==> src/rtl/charger_pkg.sv <==
// Shared definitions for the coin-operated charger session logic.
// Latency: n/a (types, constants and a helper only).
// Backpressure: n/a.
//
// Holds the display-visible state encoding, the keypad codes the session
// controller reacts to, and the default money/time scaling constants.
package charger_pkg;

    typedef enum logic [1:0] {
        ST_IDLE   = 2'b00,
        ST_ENTRY1 = 2'b01,
        ST_ENTRY2 = 2'b10,
        ST_CHARGE = 2'b11
    } state_t;

    localparam logic [3:0] KEY_START = 4'd10;
    localparam logic [3:0] KEY_CLEAR = 4'd11;

    localparam int unsigned MAX_MONEY    = 20;
    localparam int unsigned SEC_PER_UNIT = 2;

    // Charge seconds bought by an amount; callers keep the product within 6 bits.
    function automatic logic [5:0] secs_for(input logic [4:0] m, input int unsigned spu);
        return 6'(32'(m) * spu);
    endfunction

endpackage

==> src/rtl/tick_gen.sv <==
// 1 Hz tick prescaler shared by the charge countdown and the entry idle timeout.
// Latency: first tick is CLK_HZ cycles after the edge that samples clr.
// Backpressure: none; tick is a free-running one-cycle pulse.
//
// Ports: clk, rst_n (async, asserted high), clr (restart the second),
//        tick (high for one cycle once every CLK_HZ cycles).
module tick_gen #(
    parameter int unsigned CLK_HZ = 1000
) (
    input  logic clk,
    input  logic rst_n,
    input  logic clr,
    output logic tick
);

    localparam int unsigned W = (CLK_HZ > 2) ? $clog2(CLK_HZ) : 1;
    localparam logic [W-1:0] LAST = W'(CLK_HZ - 1);

    logic [W-1:0] cnt;

    // tick is decoded from the count register, not from clr, so the session
    // FSM can derive clr from its next state without a combinational loop.
    assign tick = (cnt == LAST);

    always_ff @(posedge clk or posedge rst_n) begin
        if (rst_n) begin
            cnt <= '0;
        end else if (clr || tick) begin
            cnt <= '0;
        end else begin
            cnt <= cnt + W'(1);
        end
    end

endmodule

==> src/rtl/charge_session_ctrl.sv <==
// Charger session controller: keypad amount entry, amount-to-time, 1 Hz countdown, relay enable.
// Latency: every output is registered; a key sampled at edge N shows after edge N.
// Backpressure: none; key_valid pulses are consumed or ignored in the cycle they arrive.
//
// Ports: clk, rst_n (async, asserted high), key_valid/key_code (decoded keypad),
//        charging (relay), money, remaining_time, state (display mux), done (end pulse).
module charge_session_ctrl
    import charger_pkg::*;
#(
    parameter int unsigned CLK_HZ         = 1000,
    parameter int unsigned MAX_MONEY      = charger_pkg::MAX_MONEY,
    parameter int unsigned SEC_PER_UNIT   = charger_pkg::SEC_PER_UNIT,
    parameter int unsigned IDLE_TIMEOUT_S = 10
) (
    input  logic       clk,
    input  logic       rst_n,
    input  logic       key_valid,
    input  logic [3:0] key_code,
    output logic       charging,
    output logic [4:0] money,
    output logic [5:0] remaining_time,
    output logic [1:0] state,
    output logic       done
);

    localparam int unsigned TW = (IDLE_TIMEOUT_S > 1) ? $clog2(IDLE_TIMEOUT_S + 1) : 1;

    state_t        state_q, state_n;
    logic [4:0]    money_n;
    logic [5:0]    rtime_n;
    logic [TW-1:0] to_cnt, to_cnt_n;
    logic          done_n;
    logic          tick;
    logic          presc_clr;
    logic          in_entry;
    logic          is_digit, is_start, is_clear;
    logic [6:0]    sum7;

    assign in_entry = (state_q == ST_ENTRY1) || (state_q == ST_ENTRY2);
    assign is_digit = (key_code <= 4'd9);
    assign is_start = (key_code == KEY_START);
    assign is_clear = (key_code == KEY_CLEAR);

    // Two-digit amount at 7 bits so 99 is representable before capping.
    assign sum7 = ({2'b00, money} * 7'd10) + {3'b000, key_code};

    // Restart the second on any state change and on every key during entry,
    // so both the countdown and the idle window are measured from that edge.
    assign presc_clr = (state_n != state_q) || (key_valid && in_entry);

    tick_gen #(.CLK_HZ(CLK_HZ)) u_tick (
        .clk   (clk),
        .rst_n (rst_n),
        .clr   (presc_clr),
        .tick  (tick)
    );

    always_comb begin
        state_n  = state_q;
        money_n  = money;
        rtime_n  = remaining_time;
        to_cnt_n = to_cnt;
        done_n   = 1'b0;

        case (state_q)
            ST_IDLE: begin
                if (key_valid && is_digit) begin
                    state_n = ST_ENTRY1;
                    money_n = {1'b0, key_code};
                    rtime_n = secs_for(money_n, SEC_PER_UNIT);
                end
            end
            ST_ENTRY1, ST_ENTRY2: begin
                if (key_valid) begin
                    // A key always beats a coincident timeout.
                    to_cnt_n = '0;
                    if (is_digit && state_q == ST_ENTRY1) begin
                        state_n = ST_ENTRY2;
                        money_n = (sum7 > 7'(MAX_MONEY)) ? 5'(MAX_MONEY) : sum7[4:0];
                        rtime_n = secs_for(money_n, SEC_PER_UNIT);
                    end else if (is_start && money != 5'd0) begin
                        state_n = ST_CHARGE;
                    end else if (is_clear) begin
                        state_n = ST_IDLE;
                    end
                end else if (tick) begin
                    if (to_cnt == TW'(IDLE_TIMEOUT_S - 1)) begin
                        state_n = ST_IDLE;
                    end else begin
                        to_cnt_n = to_cnt + TW'(1);
                    end
                end
            end
            ST_CHARGE: begin
                // Abort has priority over a coincident final tick: no done pulse.
                if (key_valid && is_clear) begin
                    state_n = ST_IDLE;
                end else if (tick) begin
                    rtime_n = remaining_time - 6'd1;
                    if (remaining_time == 6'd1) begin
                        state_n = ST_IDLE;
                        done_n  = 1'b1;
                    end
                end
            end
            default: state_n = ST_IDLE;
        endcase

        if (state_n == ST_IDLE) begin
            money_n = 5'd0;
            rtime_n = 6'd0;
        end
        if (state_n != ST_ENTRY1 && state_n != ST_ENTRY2) begin
            to_cnt_n = '0;
        end
    end

    always_ff @(posedge clk or posedge rst_n) begin
        if (rst_n) begin
            state_q        <= ST_IDLE;
            money          <= 5'd0;
            remaining_time <= 6'd0;
            to_cnt         <= '0;
            done           <= 1'b0;
            charging       <= 1'b0;
        end else begin
            state_q        <= state_n;
            money          <= money_n;
            remaining_time <= rtime_n;
            to_cnt         <= to_cnt_n;
            done           <= done_n;
            charging       <= (state_n == ST_CHARGE);
        end
    end

    assign state = state_q;

endmodule
==> config.mk <==
export PLATFORM = sky130hd
export DESIGN_NAME = charge_session_ctrl
export DESIGN_NICKNAME = d
export VERILOG_FILES = /design/src/rtl/charger_pkg.sv /design/src/rtl/tick_gen.sv /design/src/rtl/charge_session_ctrl.sv
export SDC_FILE = /design/constraint.sdc
export NUM_CORES = 1
export LEC_CHECK = 0
export ABC_AREA = 1
export CAP_MARGIN = 15
export CORE_MARGIN = 2
export CORE_UTILIZATION = 58
export DETAILED_ROUTE_END_ITERATION = 10
export GPL_TIMING_DRIVEN = 0
export MAX_ROUTING_LAYER = met4
export PLACE_DENSITY_LB_ADDON = 0.15
export SETUP_SLACK_MARGIN = 0.2
export SYNTH_ARGS = -nofsm -noshare
export SYNTH_HDL_FRONTEND = slang
export SYNTH_HIERARCHICAL = 1
export SYNTH_SLANG_ARGS = --single-unit
==> constraint.sdc <==
create_clock -name clk -period 3.1 [get_ports clk]
set_clock_uncertainty 0.05 [all_clocks]
set_input_delay 0.31 -clock clk [delete_from_list [all_inputs] [get_ports clk]]
set_output_delay 0.31 -clock clk [all_outputs]
set_load 0.01 [all_outputs]
# --- Word level (Yosys, flattened, before mapping) ---
# Cells that the tools add are included.
word_totals:
  elab_cells: 85
  ff_bits: 29
op_classes:
  order_cmp: 2
  n_reduce_logical: 19
  n_addsub: 4
  mux: 34
  n_eq_ne: 18
  mul: 1
ops:
  columns: ["operator", "n"]
  rows:
  - ["$mux W6", 6]
  - ["$mux W5", 5]
  - ["$mux W2", 10]
  - ["$mux W4", 5]
  - ["$pmux W6 S3", 1]
  - ["$eq A4 B4 Y1 const B", 3]
  - ["$ne A3 B3 Y1 const B", 4]
  - ["$add A10 B1 Y10 const B", 1]
  - ["$eq A10 B10 Y1 const B", 1]
  - ["$mux W10", 1]
  - ["$pmux W5 S2", 1]
  - ["$add A7 B4 Y7", 1]
  - ["$gt A7 B5 Y1 const B", 1]
  - ["$eq A2 B2 Y1 const B", 3]
  - ["$eq A6 B1 Y1 const B", 1]
  - ["$logic_and A1 B1 Y1", 6]
  - ["$mul A5 B3 Y6 const B", 1]
  - ["$ne A3 B2 Y1 const B", 2]
  - ["$pmux W2 S3", 1]
  - ["$reduce_bool A3 Y1", 2]
  - ["$sub A6 B1 Y6 const B", 1]
  - ["$reduce_and A5 Y1", 1]
  - ["$reduce_bool A5 Y1", 1]
  - ["$add A4 B1 Y4 const B", 1]
  - ["12 further kinds", 18]

# --- Logic depth before layout (Yosys ltp) ---
depth:
  ltp_word: 10
  ltp_mapped: 20
  ltp_nobuf: 20

# --- Hierarchy ---
# The synthesis kept the hierarchy.
modules_own_cells:
  columns: ["module", "instances", "area_per_inst_um2", "cells_each"]
  rows:
  - ["charge_session_ctrl", 1, 1731.7, 265]
  - ["tick_gen", 1, 554.3, 70]

# --- Worst setup path after synthesis ---
# Ideal clock, no wire load.
synth_timing:
  path_type: "reg-to-reg"
  from: "register state_q[0], in the netlist state[0]"
  to: "register to_cnt[3]"
  arrival_ns: 2.422
  setup_time_ns: 0.086
  stages_incl_launch_ff: 14
  synth_period_minus_slack_ns: 2.558
  path_buffers: 1
  required_time_ns: 2.964
  setup_slack_ns: 0.542
  cell_sequence: "dfrtp_1 inv_1 ha_1 buf_4 nand2_1 o21ai_0 nand3_1 nand2_1 o21ai_0 ha_1 nand2_1 a31o_2 and3_1 nor3_1"
synth_via:
  elab_chain_cells: 9
  word_cells_on_any_way: 25
synth_lines:
  columns: ["item", "line_no", "rtl"]
  rows:
  - ["from (decl)", "charge_session_ctrl.sv:28", "state_t state_q, state_n;"]
  - ["from (signal assigned)", "charge_session_ctrl.sv:127", "state_q <= state_n;"]
  - ["$mux W2 / $eq A2 B1 Y1 (equally long branches)", "charge_session_ctrl.sv:83, charge_session_ctrl.sv:65, charge_session_ctrl.sv:77", null]
  - ["$mux W2 / $logic_and A1 B1 Y1 (equally long branches)", "charge_session_ctrl.sv:81, charge_session_ctrl.sv:77", null]
  - ["$mux W2", "charge_session_ctrl.sv:77", "if (is_digit && state_q == ST_ENTRY1) begin"]
  - ["$mux W2", "charge_session_ctrl.sv:74", "if (key_valid) begin"]
  - ["$pmux W2 S3", "charge_session_ctrl.sv:65", "case (state_q)"]
  - ["$ne A2 B1 Y1 / $ne A2 B2 Y1 (equally long branches)", "charge_session_ctrl.sv:113", "if (state_n != ST_ENTRY1 && state_n != ST_ENTRY2) begin"]
  - ["$logic_and A1 B1 Y1", "charge_session_ctrl.sv:113", null]
  - ["$ne A3 B2 Y1 (no source line) (tied with other cells)", null, null]
  - ["$reduce_and A3 Y1 (no source line)", null, null]
  - ["to (signal assigned)", "charge_session_ctrl.sv:130", "to_cnt <= to_cnt_n;"]
  - ["to (decl)", "charge_session_ctrl.sv:31", "logic [TW-1:0] to_cnt, to_cnt_n;"]
# Several ways; a longest one is shown, not always the timed one.
# A chain may end at the register's enable or synchronous reset.

# --- Final worst setup path ---
layout_timing:
  from: "register u_tick.cnt[0]"
  to: "register money[2]"
layout_via:
  elab_chain_cells: 7
  word_cells_on_any_way: 13
layout_lines:
  columns: ["item", "line_no", "rtl"]
  rows:
  - ["from (decl)", "tick_gen.sv:19", "logic [W-1:0] cnt;"]
  - ["from (signal assigned)", "tick_gen.sv:31", "cnt <= cnt + W'(1);"]
  - ["$eq A10 B10 Y1 (*)", "tick_gen.sv:23", "assign tick = (cnt == LAST);"]
  - ["net tick", "charge_session_ctrl.sv:33", "logic tick;"]
  - ["$mux W2, on equally long branches", "charge_session_ctrl.sv:98, charge_session_ctrl.sv:86", null]
  - ["$mux W2, on equally long branches", "charge_session_ctrl.sv:96, charge_session_ctrl.sv:74", null]
  - ["$pmux W2 S3 (*)", "charge_session_ctrl.sv:65", null]
  - ["$logic_not A2 Y1 (*)", "charge_session_ctrl.sv:109", "if (state_n == ST_IDLE) begin"]
  - ["$ne A3 B3 Y1 (no source line) / $reduce_bool A3 Y1 (equally long branches)", null, null]
  - ["$reduce_and A4 Y1 (no source line)", null, null]
  - ["to (signal assigned)", "charge_session_ctrl.sv:128", "money <= money_n;"]
  - ["to (decl)", "charge_session_ctrl.sv:20", "output logic [4:0] money,"]
# Mark *: on every way through the listed nets, which the timed path passes. The rest lies on a longest branch.

==> results.tsv <==
metric	value	unit
share of cells above drive strength 1	17.6	%
XOR/XNOR share of the synthesized area	1.53	%
crit path buf inv count	3	
Synth Area in Simple Gates	40.9	%
DR iter-0 viols	169	
CP max stage delay	0.41	ns
Post-synth EDFFs	0	
Initial Util	61.5	%
post-route ant nets	0	
largest net degree at the start of global routing	20	
clock sink total	29	
clock network power share	13.7	%
kind of critical path	reg2reg	
switching fraction of total power	49.0	%
library cells used by synthesis	27	
chip height	66.8	um
CTS max path bufs	2	
Startpoint Class	flop	
CTS root buf	clkbuf_8	
Total GRT Usage	27.3	%
RSZ-0062 raised after global routing	false	
gpl congestion	0.945	
Clock transition at path regs	0.07	ns
largest family of logic cells by synthesized area	simple AND/OR/NAND/NOR gates	
Final Max Tran Viols	0	
core area	0.00372	sq mm
post-synthesis compound-gate area fraction	6.95	%
met1 Track Usage GR	35.5	%
Hold WC Path Type	in2async	
cell breakdown of the critical path	ha_2 -> nand2_2 -> inv_2 -> nand2_2 -> nor3_4 -> nand4_1 -> nand2_1 -> nor2_2 -> nor2_2 -> nand2_1 -> o21ai_2 -> ha_4 -> clkinvlp_4 -> nand2_4 -> nand3_4 -> inv_4 -> nand3_2 -> nand2_1	
Internal	1.51	mW
CTS H-tree depth	2	
fillcell total	248	
Async SR Flop Fraction	100	%
Post-DP HPWL	3810	um
most frequent cells in the layout	nand2_1, nor2_1, inv_1	
status	finished, final reports clean	
post-synthesis sequential area ratio	31.7	%
CTS buffer count	5	
Seq pwr share	19.7	%
Routed WL	5680	um
CP most frequent cell	nand2_1	
IO Port Bufs	21	
final hold vios	0	
vias per inst	5.40	
max_cap viols	0	
Main synth FF type	dfrtp_1	
layout overhead on the synthesized area	27.9	%
syn nets	362	
io pins	22	
combinational power share	66.6	%
Worst Path Max Fanout	6	
launch point of the worst reg-to-reg path	u_tick/cnt[0]	
diode count	0	
Power Density	1010	mW/mm^2
share of the clock period used by the worst path	93.7	%
P_leak	1.48	nW
DR DRC count	0	
f_max	344	MHz
Crit path arrival time	3.07	ns
post-layout util	78.7	%
DIE AREA	0.00446	sq mm
met3 GRT Util	3.89	%
Avg Cell Area, Syn	6.82	sq um
P_sw	1.45	mW
Worst Setup End Kind	flop	
adder-cell share of the synthesized area	11.6	%
grt total ovfl	0	
commonest non-fill, non-tap cell in the layout	nand2_1	
busiest grt layer	met2	
nets@finish	406	
post-synthesis mux area share	0	%
TritonCTS clock tree	done	
wire per inst	13.3	um
Critical Path Source	u_tick/cnt[0]	
flops & latches, synth	29	
Total Power	2.96	mW
WP data required	3.27	ns
initial antenna violation count	0	
vias in the first global route	2099	
synthesized area	0.00229	sq mm
Post-Synthesis Cells	335	
GRT met2 Usage	43.1	%
Rel. slew slack	49.6	%
routed vias	2311	
global-route wire length before repair	9060	um
Synth warnings	6	
final setup fails	0	
Worst Tran Pin Value	0.755	ns
FP Rows	22	
Final min period	2.90	ns
clock latency on the worst-skew pair	0.29	ns
Chip Width	66.8	um
Pre-antenna DRT Iters	4	
CP max stage cell	dfrtp_1	
Worst path top cell family by delay	simple AND/OR/NAND/NOR gates	
peak supply drop	791	uV
## logic make-up after synthesis
group	count (synthesis)
adder cells (fa/ha/maj)	20
AND/OR/NAND/NOR	210
buffers and inverters	43
AO/OA/AOI/OAI	29
XOR/XNOR	4
flip-flops	29
## power groups by stage
stage / sequential (mW) / combinational, mW / clock, mW
4_1_cts: 0.584 / 1.63 / 0.408
3_3_place_gp: 0.587 / 1.54 / 0
2_1_floorplan: 0.590 / 1.15 / 0
3_5_place_dp: 0.589 / 1.58 / 0
6_report: 0.583 / 1.97 / 0.405
5_1_grt: 0.595 / 2.20 / 0.426
## per-layer routing
metal,wire (um),vias to the layer above
li1,-,1170
met1,2470,1069
met2,2860,57
met4,143,0
met5,0,-
met3,208,15
## per-stage QoR
step / hold WS, ns / TNS, ns / setup slack, ns / std cells / instance area (sq um)
after floorplan: 0.100 / 0 / 0.542 / 335 / 2290
after global placement: 0.428 / 0 / 0.0537 / 404 / 2560
after detailed placement: 0.437 / -0.0332 / -0.0134 / 404 / 2560
after CTS: 0.293 / 0 / 0.197 / 415 / 2720
after global routing: 0.313 / 0 / 0.0288 / 428 / 2920
final: 0.282 / 0 / 0.196 / 428 / 2920
## worst reg2reg max path: stages, from the launching register on
cell	delay, ns
dfrtp_1	0.41
ha_2	0.21
nand2_2	0.07
inv_2	0.09
nand2_2	0.07
nor3_4	0.16
nand4_1	0.21
nand2_1	0.17
nor2_2	0.07
nor2_2	0.17
nand2_1	0.12
o21ai_2	0.10
ha_4	0.19
clkinvlp_4	0.20
nand2_4	0.20
nand3_4	0.11
inv_4	0.08
nand3_2	0.07
nand2_1	0.07
## synth_stat cells, types with 3 or more instances
library cell	count	area share (%)
a21oi_1	11	2.4
nand3_1	26	5.7
inv_1	37	6.1
inv_2	5	0.82
o21ai_0	14	3.1
nor2_1	40	6.6
nor3_1	7	1.5
nand4_1	9	2.5
dfrtp_1	29	32
nand2_1	111	18
xor2_1	3	1.1
nand2_2	4	1.1
nor2_4	3	1.5
ha_1	18	9.9
## state kept, by name, indices dropped and copies added (netlist names)
register / flops
u_tick/cnt: 10
remaining_time: 6
money: 5
to_cnt: 4
state: 2
charging: 1
done: 1
## what timing repair did
action                                  CTS  global route
resized for setup                         6            29
cloned                                    0             0
hold buffers                              0             0
endpoints found under the setup margin   15            15
pin swaps                                 3            14
buffers inserted                          3            13
## cell type report
type                            count  area [sq um]  share of cell area (%)
Buffer                              1          7.51                   0.257
Inverter                           42           164                    5.61
Multi-Input combinational cell    263          1520                    51.9
Clock buffer                        7          86.3                    2.95
Sequential cell                    29           728                    24.9
Clock inverter                      1          30.0                    1.03
Tap cell                           48          60.1                    2.05
Timing Repair Buffer               37           330                    11.3
## worst paths after layout
check	to	slack [ns]	depth (start not counted)
hold / removal	u_tick/cnt[6]	0.28	2
min in group clk	remaining_time[5]	0.48	2
hold reg to reg	remaining_time[5]	0.48	2
setup / recovery	money[2]	0.20	18
max in group asynchronous	state[1]	2.04	2
setup reg to reg	money[2]	0.20	18
Note: power is estimated with default switching activity, not from simulation.
==> variant, RTL diff (same settings) <==
Register the output `charging` once more, cleared by the reset; this adds one clock of latency there. The other outputs are not delayed to match.
--- a/src/rtl/charge_session_ctrl.sv
+++ b/src/rtl/charge_session_ctrl.sv
@@ -26,2 +26,4 @@
     localparam int unsigned TW = (IDLE_TIMEOUT_S > 1) ? $clog2(IDLE_TIMEOUT_S + 1) : 1;
+
+    logic charging_s0;
 
@@ -124,3 +126,3 @@
             done           <= 1'b0;
-            charging       <= 1'b0;
+            charging_s0    <= 1'b0;
         end else begin
@@ -131,3 +133,3 @@
             done           <= done_n;
-            charging       <= (state_n == ST_CHARGE);
+            charging_s0    <= (state_n == ST_CHARGE);
         end
@@ -137,2 +139,10 @@
 
+    always_ff @(posedge clk or posedge rst_n) begin
+        if (rst_n) begin
+            charging <= '0;
+        end else begin
+            charging <= charging_s0;
+        end
+    end
+
 endmodule
Function: changed (a bounded check fails within 4 cycles, from zero or initial values and one cycle with rst_n high).
==> variant against the unedited design <==
- via count decreased by 2.1%
- total power decreased by 16%
- non-clock buffer count decreased by 3
- sequential cell count increased by 1
- worst setup slack improved by 0.11 ns
- wire length decreased by 3.5%
- synthesized area increased by 2.5%
- final area decreased by 1.2%
- highest routed layer unchanged
==> variant: results (changes against the unedited design) <==
status -> finished clean (unchanged)
Crit. End Element -> register (unchanged)
worst reg2reg path endpoint -> to_cnt[0] (was money[2])
hold crit path type -> input pin to asynchronous set/reset pin (unchanged)
Slowest-stage cell, CP -> dfrtp_2 (was dfrtp_1)
CTS H-tree depth -> 2 (unchanged)
YS warnings -> 6 (unchanged)
final WL -> 5.48 mm (was 5.68 mm)
Seq/Total Area, Yosys -> 0.321 (was 0.317)
n_diodes -> 0 (unchanged)
leak pwr -> 1.49 nW (was 1.48 nW)
NumNets Final -> 404 (was 406)
crit path max fanout -> 10 (was 6)
Setup crit end -> to_cnt[0] (was money[2])
post-synthesis cell type count -> 29 (was 27)
r2r startpoint -> state[0] (was u_tick/cnt[0])
overall routing resource usage -> 0.261 (was 0.273)
number of global-route vias before repair -> 2,068 (was 2,099)
vias per cell -> 5.29 (was 5.40)
Avg Cell Area, Syn -> 6.95 µm² (was 6.82 µm²)
share of layout cells above drive strength 1 -> 0.167 (was 0.176)
Place WS -> -0.0281 ns (was -0.0134 ns)
1st-iter DRT viols -> 182 (was 169)
filler instances -> 305 (was 248)
largest net degree at the start of global routing -> 21 (was 20)
Synthesized Nets -> 364 (was 362)
post-detail-place hpwl -> 3.81 mm (about the same)
initial antenna violation count -> 0 (unchanged)
via count -> 2,262 (was 2,311)
clk buf depth -> 2 (unchanged)
Max IR drop VDD -> 560 µV (was 791 µV)
GPL Wtd Cong -> 0.925 (was 0.945)
Net Sw Frac -> 0.483 (was 0.490)
reg2reg path depth -> 15 (was 18)
first-pass GRT wire length -> 8.88 mm (was 9.06 mm)
slowest stage delay, CP -> 0.44 ns (was 0.41 ns)
synth top area cells -> dfrtp_1 32%, nand2_1 17%, ha_1 9.6% (was dfrtp_1 32%, nand2_1 18%, ha_1 9.9%)
worst skew pair latency -> 0.28 ns
fraction of registers with async set or reset after synthesis -> 1.00 (unchanged)
sequential cell power -> 0.576 mW (was 0.583 mW)
drt pass-1 iters -> 4 (unchanged)
I/O Buffers -> 21 (unchanged)
Critical Path AT -> 2.88 ns (was 3.07 ns)
pwr dens -> 863 mW/mm² (was 1010 mW/mm²)
Root Driver -> clkbuf_8 (unchanged)
Clock transition at path regs -> 0.07 ns (about the same)
clock network power share -> 0.133 (was 0.137)
final period utilization -> 0.900 (was 0.937)
Post-Place Cells -> 408 (was 404)
synth cell count leaders -> 105 x nand2_1, 41 x nor2_1, 40 x inv_1 (was 111 x nand2_1, 40 x nor2_1, 37 x inv_1)
CTS Buf Count -> 5 (unchanged)
CP top delay family -> compound AO/OA/AOI/OAI gates (was simple AND/OR/NAND/NOR gates)
Worst Max-Slew Pin Slew -> 0.790 ns (was 0.755 ns)
reg-to-reg slack, setup -> 0.31 ns (was 0.20 ns)
[variant: worst register-to-register path: cells and delay by family (launching register included)]
| kind | cells | cell delay [ns] |
|---|---|---|
| fa+ha+maj | 2 | 0.66 |
| compound gates | 5 | 0.74 |
| flops | 1 | 0.44 |
| buf+inv | 3 | 0.34 |
| simple gates | 5 | 0.44 |
[variant: per-stage QoR]
stage / area, µm² / TNS, ns / utilization / hold WS [ns]
global placement: 2620 / -0.0000986 / 0.663 / 0.288
detailed placement: 2620 / -0.0359 / 0.663 / 0.290
global route: 2890 / 0 / 0.732 / 0.308
finish: 2890 / 0 / 0.732 / 0.285
CTS: 2730 / 0 / 0.692 / 0.289
floorplan: 2340 / 0 / - / 0.100
[variant: area by class of cell]
class | count | area share
Clock buffer | 6 | 0.0286
Timing Repair Buffer | 33 | 0.105
Sequential cell | 30 | 0.261
Tap cell | 50 | 0.0217
Clock inverter | 2 | 0.00433
Multi-Input combinational cell | 261 | 0.517
Inverter | 44 | 0.0572
Buffer | 2 | 0.00563
[variant: cells by family (layout without fill, tap and decap cells)]
family,count (synthesis),count (layout),synth area share
simple gates,207,207,0.402
compound gates,30,30,0.0743
xor+xnor,4,4,0.0150
flops,30,30,0.321
fa+ha+maj,20,20,0.113
buf+inv,46,87,0.0748
[variant: metal layers]
| metal | vias up | share of wire | wire length [µm] | global-route usage |
|---|---|---|---|---|
| met5 | - | 0 | 0 | - |
| met4 | 0 | 0.020 | 108 | 0.0842 |
| met3 | 12 | 0.057 | 313 | 0.0417 |
| met2 | 75 | 0.44 | 2430 | 0.396 |
| met1 | 1024 | 0.48 | 2620 | 0.358 |
| li1 | 1151 | - | - | - |
[variant: timing repair]
action                                  in CTS  in global routing
gates resized for setup                      5                 17
buffers inserted                             0                 12
endpoints found under the setup margin      15                 15
pin swaps                                    0                 15
